## src/rtl/truth_table_extractor_if.sv

```systemverilog
// Sweep control and gate-under-test bundle for truth_table_extractor.
// The slave side is the extractor; the master side is the harness and gate.
interface truth_table_extractor_if #(
  parameter int N_IN = 3
);
  logic                 start;
  logic                 abort;
  logic [N_IN-1:0]      dut_in;
  logic                 dut_out;
  logic                 busy;
  logic                 done;
  logic [(1<<N_IN)-1:0] tt_code;
  logic                 glitch;

  modport slave (
    input  start,
    input  abort,
    input  dut_out,
    output dut_in,
    output busy,
    output done,
    output tt_code,
    output glitch
  );

  modport master (
    output start,
    output abort,
    output dut_out,
    input  dut_in,
    input  busy,
    input  done,
    input  tt_code,
    input  glitch
  );
endinterface

```

## src/rtl/truth_table_extractor.sv

```systemverilog
// Sweeps every input row of a combinational gate, majority-votes
// the sampled output per row and publishes the hex truth-table code.
module truth_table_extractor #(
  parameter int N_IN          = 3,
  parameter int SETTLE_CYCLES = 4,
  parameter int SAMPLES       = 3
) (
  input logic                    clk,
  input logic                    rst,
  truth_table_extractor_if.slave bus
);

  localparam int W  = 1 << N_IN;
  localparam int CW = $clog2(SETTLE_CYCLES + SAMPLES);
  localparam int OW = $clog2(SAMPLES + 1);
  localparam logic [N_IN:0] LAST = (N_IN+1)'(W - 1);

  typedef enum logic [1:0] {
    IDLE,
    SETTLE,
    SAMPLE,
    DONE
  } state_t;

  state_t          state_q;
  logic [N_IN:0]   row_q;
  logic [CW-1:0]   cnt_q;
  logic [OW-1:0]   ones_q;
  logic [W-1:0]    shadow_q;
  logic [W-1:0]    tt_q;
  logic [N_IN-1:0] din_q;
  logic            busy_q;
  logic            done_q;
  logic            glitch_q;

  logic [OW-1:0]   ones_d;
  logic [N_IN:0]   row_d;
  logic [N_IN-1:0] sidx;
  logic            last_smp;
  logic            last_row;
  logic            res;
  logic            mixed;

  // ones_d includes the sample being taken on this edge
  assign ones_d   = ones_q + OW'(bus.dut_out);
  assign row_d    = row_q + (N_IN+1)'(1);
  assign sidx     = ~row_q[N_IN-1:0];
  assign last_smp = (cnt_q == CW'(SAMPLES - 1));
  assign last_row = (row_q == LAST);
  assign res      = (ones_d > OW'(SAMPLES / 2));
  assign mixed    = (ones_d != '0) && (ones_d != OW'(SAMPLES));

  always_ff @(posedge clk or posedge rst) begin
    if (rst) begin
      state_q  <= IDLE;
      row_q    <= '0;
      cnt_q    <= '0;
      ones_q   <= '0;
      shadow_q <= '0;
      tt_q     <= '0;
      din_q    <= '0;
      busy_q   <= 1'b0;
      done_q   <= 1'b0;
      glitch_q <= 1'b0;
    end else begin
      done_q <= 1'b0;
      if (state_q != IDLE && bus.abort) begin
        state_q <= IDLE;
        din_q   <= '0;
        busy_q  <= 1'b0;
      end else begin
        unique case (state_q)
          IDLE: begin
            // a start coinciding with the done pulse is dropped
            if (bus.start && !bus.abort && !done_q) begin
              state_q  <= SETTLE;
              row_q    <= '0;
              din_q    <= '0;
              cnt_q    <= '0;
              ones_q   <= '0;
              shadow_q <= '0;
              glitch_q <= 1'b0;
              busy_q   <= 1'b1;
            end
          end
          SETTLE: begin
            if (cnt_q == CW'(SETTLE_CYCLES - 1)) begin
              cnt_q   <= '0;
              ones_q  <= '0;
              state_q <= SAMPLE;
            end else begin
              cnt_q <= cnt_q + CW'(1);
            end
          end
          SAMPLE: begin
            if (last_smp) begin
              cnt_q          <= '0;
              ones_q         <= '0;
              shadow_q[sidx] <= res;
              if (mixed) glitch_q <= 1'b1;
              if (last_row) begin
                state_q <= DONE;
              end else begin
                row_q   <= row_d;
                din_q   <= row_d[N_IN-1:0];
                state_q <= SETTLE;
              end
            end else begin
              cnt_q  <= cnt_q + CW'(1);
              ones_q <= ones_d;
            end
          end
          DONE: begin
            tt_q    <= shadow_q;
            done_q  <= 1'b1;
            busy_q  <= 1'b0;
            state_q <= IDLE;
          end
          default: state_q <= IDLE;
        endcase
      end
    end
  end

  assign bus.dut_in  = din_q;
  assign bus.busy    = busy_q;
  assign bus.done    = done_q;
  assign bus.tt_code = tt_q;
  assign bus.glitch  = glitch_q;

endmodule

```

## src/flat_wrapper.sv

```systemverilog
// flat-port wrapper written by rule: the top's interface ports become plain ports
module truth_table_extractor_flat 
#(
  parameter int N_IN          = 3,
  parameter int SETTLE_CYCLES = 4,
  parameter int SAMPLES       = 3
)
  (clk, rst, bus_start, bus_abort, bus_dut_out, bus_dut_in, bus_busy, bus_done, bus_tt_code, bus_glitch);
  truth_table_extractor_if #(.N_IN(N_IN)) bus_i ();
  input logic clk;
  input logic rst;
  input wire logic [$bits(bus_i.start)-1:0] bus_start;
  input wire logic [$bits(bus_i.abort)-1:0] bus_abort;
  input wire logic [$bits(bus_i.dut_out)-1:0] bus_dut_out;
  output wire logic [$bits(bus_i.dut_in)-1:0] bus_dut_in;
  output wire logic [$bits(bus_i.busy)-1:0] bus_busy;
  output wire logic [$bits(bus_i.done)-1:0] bus_done;
  output wire logic [$bits(bus_i.tt_code)-1:0] bus_tt_code;
  output wire logic [$bits(bus_i.glitch)-1:0] bus_glitch;
  assign bus_i.start = bus_start;
  assign bus_i.abort = bus_abort;
  assign bus_i.dut_out = bus_dut_out;
  assign bus_dut_in = bus_i.dut_in;
  assign bus_busy = bus_i.busy;
  assign bus_done = bus_i.done;
  assign bus_tt_code = bus_i.tt_code;
  assign bus_glitch = bus_i.glitch;
  truth_table_extractor #(.N_IN(N_IN), .SETTLE_CYCLES(SETTLE_CYCLES), .SAMPLES(SAMPLES)) u_core (.clk(clk), .rst(rst), .bus(bus_i));
endmodule
```

## config.mk

```make
export PLATFORM = sky130hd
export DESIGN_NAME = truth_table_extractor_flat
export DESIGN_NICKNAME = d
export VERILOG_FILES = /design/src/rtl/truth_table_extractor_if.sv /design/src/rtl/truth_table_extractor.sv /design/src/flat_wrapper.sv
export SDC_FILE = /design/constraint.sdc
export NUM_CORES = 1
export LEC_CHECK = 0
export CAP_MARGIN = 25
export CORE_MARGIN = 2
export CORE_UTILIZATION = 62
export DETAILED_ROUTE_END_ITERATION = 10
export DONT_BUFFER_PORTS = 1
export MAX_ROUTING_LAYER = met4
export PLACE_DENSITY = 0.83
export RECOVER_POWER = 100
export SLEW_MARGIN = 40
export SYNTH_ARGS = -nofsm -noshare
export SYNTH_HDL_FRONTEND = slang
export SYNTH_SLANG_ARGS = --single-unit
```

## constraint.sdc

```tcl
create_clock -name clk -period 2.41 [get_ports clk]
set_input_delay 0.482 -clock clk [delete_from_list [all_inputs] [get_ports clk]]
set_output_delay 0.482 -clock clk [all_outputs]
set_load 0.02 [all_outputs]
```

Yosys cells after proc, flatten, opt, wreduce, memory -nomap -nowiden
Index checks and enable logic that the tools add are counted.

cells by class
  $add $sub $neg = 3
  magnitude comparators = 3
  eq/ne operators = 16
  mux-type cells = 37
  bitwise logic cells = 2
  reduce and logical (&&, ||, !) cells = 23

operators with widths
  operator             number
  $mux 3               6
  $mux 2               8
  $mux 8               2
  $pmux 8 s2           1
  $mux 4               3
  $reduce_and 4->1     3
  $reduce_and 5->1     2
  $ne 3x1->1 const B   3
  $pmux 3 s3           1
  $reduce_bool 3->1    3
  $bwmux 8             1
  $mux 1               8
  $ne 2x1->1 const B   4
  $pmux 2 s4           1
  $pmux 4 s2           1
  $eq 3x2->1 const B   2
  $pmux 2 s3           1
  $pmux 3 s2           1
  $reduce_and 3->1     2
  $reduce_bool 2->1    3
  $logic_and 1x1->1    5
  $add 4x1->4 const B  1
  $eq 2x2->1 const B   2
  $eq 4x3->1 const B   1
  other kinds (15)     19

storage, ports and cells
  register bits = 33
  bits of input ports = 5
  output and inout bits = 14
  word-level logic and storage cells = 94

Longest topological paths before layout
Gate-level depths: netlist of run 1.

  depth after elaboration = 8
  mapped depth = 7
  mapped depth without buffers = 6

Least setup slack after synthesis of run 1
No wires, ideal clock.

  path kind = register to register
  from = register u_core.state_q[0]
  to = register u_core.shadow_q[0]
  library setup time = 0.121 ns
  data arrival time = 1.654 ns
  data required time = 2.289 ns
  slack = 0.635 ns
  stages on the path, launching flop included = 8
  path buffers = 2
  period minus slack after synthesis = 1.775 ns
  path through = dfrtp_1 > inv_1 > ha_1 > buf_2 > a21o_1 > clkbuf_1 > o211ai_1 > a22o_1

between the ends
  longest elaborated chain between the ends = 4
  elaborated cells on any way between the ends = 10
  classes of those cells = eq/ne: 3; mux: 1; bitwise: 1; reduce/logical: 5

ends and longest elaborated chain
  item                                                                      line                         text
  from (decl)                                                               truth_table_extractor.sv:25  state_t state_q;
  from (signal assigned)                                                    truth_table_extractor.sv:55  state_q <= IDLE;
  from (signal assigned)                                                    truth_table_extractor.sv:68  state_q <= IDLE;
  from (signal assigned)                                                    truth_table_extractor.sv:76  state_q <= SETTLE;
  parallel branches: the longest is 4 deep, another holds $reduce_and 4->1  -
  to (signal, indexed assignment)                                           truth_table_extractor.sv:99  shadow_q[sidx] <= res;
  to (decl)                                                                 truth_table_extractor.sv:29  logic [W-1:0] shadow_q;

Several ways; the timed one is not identified.
A chain may end at the register's enable or synchronous reset.

Final worst setup path of run 1
  from = register u_core.state_q[0]
  to = register u_core.shadow_q[4]

Same word-level chain as after synthesis.

==> results of run 1 <==
routing by layer:
metal  share of wire [%]  GRT usage, %  vias to the layer above
met5                   0             -                        -
met4                0.82         5.980                        0
met2                  47         38.15                       39
met1                  47         31.88                      657
met3                 4.9         8.036                        3
li1                    -             -                      629
final cells by class:
class	count	area, um^2
multi-input cells	117	904.6
fillers	215	840.8
flip-flops and latches	33	825.8
inverters	15	56.30
clock buffers	7	55.05
well taps	31	38.79
clock inverters	1	30.03
repair buffers	5	30.03
flip-flops by register name (all words and copies together) (netlist names):
signal              cells
u_core.bus.busy         1
u_core.state_q          2
u_core.bus.done         1
u_core.ones_q           2
u_core.cnt_q            3
u_core.bus.dut_in       3
u_core.shadow_q         8
u_core.row_q            4
u_core.bus.tt_code      8
u_core.bus.glitch       1
through the flow:
stage               hold WS (ns)  instance area, um^2  cells  power [mW]  worst slack (ns)
floorplan                 0.4619                 1822    172       1.426            0.6353
global placement          0.4421                 1863    201       1.576            0.5513
detailed placement        0.4490                 1863    201       1.621            0.4532
CTS                      0.06976                 1948    209       2.060            0.4389
global route             0.08135                 1941    209       2.195            0.1640
finish                   0.05366                 1941    209       2.048            0.2958
kinds of logic after synthesis:
logic type,count (synthesis),synth area share [%]
adders and majority gates,11,7.555
AOI/OAI and AO/OA,46,20.19
DFF,33,45.33
muxes,13,7.830
buffers and inverters,22,5.013
and+or+nand+nor,44,12.64
xor gates and xnor gates,3,1.443
synth_stat cells, types with 5 or more instances:
master / number
a31oi_1: 5
dfrtp_1: 33
nor2_1: 7
nor2b_1: 5
nand3_1: 11
mux2_2: 10
a32o_1: 5
ha_1: 11
inv_1: 14
a21o_1: 6
nand2_1: 10
worst max-delay path by stage:
stage                                 start                  to  slack [ns]  cells after the start
after global placement    u_core.state_q[0]     u_core.row_q[1]        0.55                      5
final                     u_core.state_q[0]  u_core.shadow_q[4]        0.30                      6
after global routing      u_core.state_q[0]  u_core.shadow_q[6]        0.16                      6
after CTS                 u_core.state_q[0]     u_core.row_q[1]        0.44                      5
after floorplan           u_core.state_q[0]  u_core.shadow_q[0]        0.64                      7
after detailed placement  u_core.state_q[0]     u_core.row_q[1]        0.45                      5
worst max-delay path: cells and delay by family (launching register included):
kind | cells | cell delay, ns
adders and majority gates | 1 | 0.28
AOI/OAI and AO/OA | 2 | 0.44
and+or+nand+nor | 1 | 0.31
DFF | 1 | 0.47
buffers and inverters | 2 | 0.50
power by group:
group | switching, mW | leakage, nW | total, mW | internal, mW
Combinational | 0.495 | 0.445 | 0.853 | 0.358
Sequential | 0.131 | 0.453 | 0.761 | 0.630
Clock | 0.187 | 0.0455 | 0.434 | 0.248
==> results.cfg, run 1 <==
[timing]
worst_slew_pin_slew_ns = 1.041
clock_skew_ns = 0.009716
relSlewSlack_pct = 30.62
finalSetupViolCount = 0
min_period_ns = 2.114
setup_tns_ns = 0
hold_violations = 0
finalCritPeriodShare_pct = 87.73
fmax_mhz = 473.0
rsz0062_at_grt = false
slew_viol_final = 0

[finish]
syn_to_final_growth_pct = 6.525
layout_commonest_cell = dfrtp_1
nets = 193
layout_common_cells = 33 x dfrtp_1, 14 x inv_1, 11 x nand3_1, 11 x ha_1
drive_gt1_share_pct = 14.04
antenna_cells = 0
post-route-util_pct = 69.77

[worst_setup_path]
worstPathArrival_ns = 2.35
cpPeakStageDelay_ns = 0.47
reg2reg_slack_ns = 0.30
crit_slowest_cell = dfrtp_1
ff2ff_path_depth = 6
path_cells = inv_1, ha_1, clkbuf_1, a22oi_4, and4_1, a32o_1
critPathLaunchType = flop
worstSetupPathType = reg2reg
worstReg2RegStart = u_core.state_q[0]
cp-end-kind = flop
r2r-end = u_core.shadow_q[4]
crit_required_ns = 2.65
cp_max_fo = 8

[global_routing]
gr-total-overflow = 0
grt_first_pass_wirelength_mm = 6.134
grt_util_all_layers_pct = 24.76
grt_max_degree = 21
antenna_found_initial = 0
grt_pass1_vias = 1323

[drt]
postRouteAntennaNets = 0
routed_wirelength_mm = 3.542
drcViolationCount = 0
vias_per_cell = 6.354
vias = 1328
routedWlPerCell_um = 16.95
firstDrtPassIters = 4
drtIter0Drc = 61

[clocking]
cts_tree = done
hold_buffers = 0
clk_pin_slew_ns = 0.10
cts.sinks = 33
clock_path_buffers = 2
clk_latency_ns = 0.35
post-cts-setup-buffers = 0
numCtsBuffers = 5
cts_root_buf = clkbuf_4
post_cts_resized = 0
ctsHtreeMaxLevel = 2

[die]
die_x_um = 58.21
ioPinCount = 19
dieArea_um2 = 3388
rows = 19
initial_core_util_pct = 65.50
core_area_um2 = 2781
die_y_um = 58.21

[yosys]
ys_ff_latch = 33
syn_avg_cell_area_um2 = 10.59
syn_nets = 188
synth_top_area_share_pct = 45.33
yosys_most_used_dff = dfrtp_1
synth_warnings = 0
syn_inst = 172
syn-cell-area_um2 = 1822
yosys.area.top_type = dfrtp_1
seq_area_frac_synth_pct = 45.33
synth_area_leaders = dfrtp_1 45%, ha_1 7.6%, mux2_2 6.2%
async_flop_share_pct = 100.0
ys_types = 43
synth_edf_count = 0

[placed_design]
io_buffers = 0
place.gp.congestion = 0.8652
hpwlAfterDp_mm = 2.600

[pwr]
vdd_drop_max_uv = 760.0
powerDensity_nw_per_um2 = 1055
p_leak_nw = 0.9440

[status]
status = finished clean

[flow_run]
max_cap_violations = 0

[hold_path]
hold_path.class = in2async
Power figures use the tool's default switching activity.
==> inputs of run 2 (changes only) <==
--- a/config.mk
+++ b/config.mk
@@ -7,11 +7,11 @@
 export LEC_CHECK = 0
 export CAP_MARGIN = 25
 export CORE_MARGIN = 2
-export CORE_UTILIZATION = 62
+export CORE_UTILIZATION = 40
 export DETAILED_ROUTE_END_ITERATION = 10
 export DONT_BUFFER_PORTS = 1
 export MAX_ROUTING_LAYER = met4
-export PLACE_DENSITY = 0.83
+export PLACE_DENSITY = 0.59
 export RECOVER_POWER = 100
 export SLEW_MARGIN = 40
 export SYNTH_ARGS = -nofsm -noshare
==> results.cfg, run 2 (synthesis gave the netlist of run 1 again) <==
[pwr]
vdd_drop_max_uv = 302.3
p_leak_nw = 0.9416
powerDensity_nw_per_um2 = 1013
power_mw = 1.981

[worst_setup_path]
reg2reg_slack_ns = 0.27
path_delay_family = compound AO/OA/AOI/OAI gates
path_cells = inv_1, ha_1, clkbuf_1, a221oi_1, a21oi_1, a311oi_1
crit_slowest_cell = a221oi_1
worst-path-stages = 6
worstPathArrival_ns = 2.33
cp_max_fo = 8
worstSetupPathType = reg2reg
ff2ff_path_depth = 6
worst-path-buf-inv = 2
cp-end-kind = flop
cpPeakStageDelay_ns = 0.52
critPathLaunchType = flop
crit_required_ns = 2.60

[clocking]
numCtsBuffers = 5
cts_root_buf = clkbuf_8
cts_tree = done
cts.sinks = 33
ctsHtreeMaxLevel = 2
clock_path_buffers = 2
post-cts-setup-buffers = 0
post_cts_resized = 0
clk_pin_slew_ns = 0.07
hold_buffers = 0
clk_latency_ns = 0.29

[die]
core_area_um2 = 4384
rows = 24
initial_core_util_pct = 41.55
dieArea_um2 = 5110
die_y_um = 71.49
die_x_um = 71.49
ioPinCount = 19

[global_routing]
antenna_found_initial = 0
grt_util_all_layers_pct = 16.06
grt_max_degree = 22
gr-total-overflow = 0
grt_first_pass_wirelength_mm = 6.223
grt_pass1_vias = 1339

[drt]
drcViolationCount = 0
vias_per_cell = 5.657
firstDrtPassIters = 4
vias = 1301
routed_wirelength_mm = 3.594
drtIter0Drc = 95
routedWlPerCell_um = 15.63
postRouteAntennaNets = 0

[timing]
clock_skew_ns = 0.006752
fmax_mhz = 466.9
rsz0062_at_grt = false
finalSetupViolCount = 0
hold_ws_ns = 0.09322
hold_violations = 0
min_period_ns = 2.142
slew_viol_final = 0
worst_slew_pin_slew_ns = 1.129
setup_slack_ns = 0.2683
finalCritPeriodShare_pct = 88.87
relSlewSlack_pct = 24.72
setup_tns_ns = 0

[finish]
ff_latch_area_um2 = 825.8
nets = 193
layout_common_cells = 33 x dfrtp_1, 14 x inv_1, 11 x nand3_1, 11 x ha_1
multi_input_area_um2 = 898.4
syn_to_final_growth_pct = 7.349
antenna_cells = 0
drive_gt1_share_pct = 13.48
fill_cells = 413
post-route-util_pct = 44.61
layout_commonest_cell = dfrtp_1

[status]
status = finished clean

[placed_design]
hpwlAfterDp_mm = 2.639
io_buffers = 0
place.gp.congestion = 0.8451
dpl_worst_slack_ns = 0.3544

[flow_run]
max_cap_violations = 0

[hold_path]
hold_path.class = in2async
-- run 2: cell count changes in the layout (fill, tap and decap cells not counted), sizes merged --
cell,change
bufinv,-1
buf,-1
clkinv,+2
-- run 2: per-layer routing --
layer	wire [um]	part of all wire [%]	up-vias	GRT usage [%]
li1	-	-	634	-
met1	1742	48	632	20.29
met2	1603	45	28	23.87
met3	185	5.1	7	5.063
met4	63	1.8	0	6.709
met5	0	0	-	-
-- run 2: metrics by stage --
stage	area [um^2]	std cells
final	1956	230
after global routing	1956	230
after CTS	1972	230
after detailed placement	1889	222
after global placement	1889	222
after floorplan	1822	172
-- run 2: final timing paths --
kind                                     from                  to
max                         u_core.state_q[0]   u_core.state_q[1]
min                                       rst  u_core.shadow_q[5]
max reg2reg                 u_core.state_q[0]   u_core.state_q[1]
min reg2reg                u_core.shadow_q[6]  u_core.shadow_q[6]
max in group asynchronous                 rst     u_core.cnt_q[1]
min in group clk                    bus_abort   u_core.state_q[0]
-- run 2: final cells by class --
cell class | count | area share [%]
Clock inverter | 2 | 0.5118
Inverter | 15 | 2.879
Multi-Input combinational cell | 117 | 45.94
Clock buffer | 6 | 3.711
Timing Repair Buffer | 5 | 1.408
Sequential cell | 33 | 42.23
Tap cell | 52 | 3.327
-- run 2: worst register-to-register path: cells and delay by family, from the launching register on --
| family | cells | cell delay [ns] |
|---|---|---|
| buffers and inverters | 2 | 0.33 |
| DFF | 1 | 0.47 |
| adders and majority gates | 1 | 0.32 |
| AOI/OAI and AO/OA | 3 | 0.94 |
-- run 2: report_power, final --
group	total, mW	switching, mW	internal [mW]
Clock	0.395	0.195	0.200
Sequential	0.763	0.132	0.631
Combinational	0.823	0.478	0.346
==> inputs of run 3 (changes only) <==
--- a/config.mk
+++ b/config.mk
@@ -5,9 +5,9 @@
 export SDC_FILE = /design/constraint.sdc
 export NUM_CORES = 1
 export LEC_CHECK = 0
-export CAP_MARGIN = 25
 export CORE_MARGIN = 2
 export CORE_UTILIZATION = 40
+export CTS_CLUSTER_SIZE = 12
 export DETAILED_ROUTE_END_ITERATION = 10
 export DONT_BUFFER_PORTS = 1
 export MAX_ROUTING_LAYER = met4
==> results of run 3 <==
The final DEF is identical to that of run 2; final timing and power are the same.
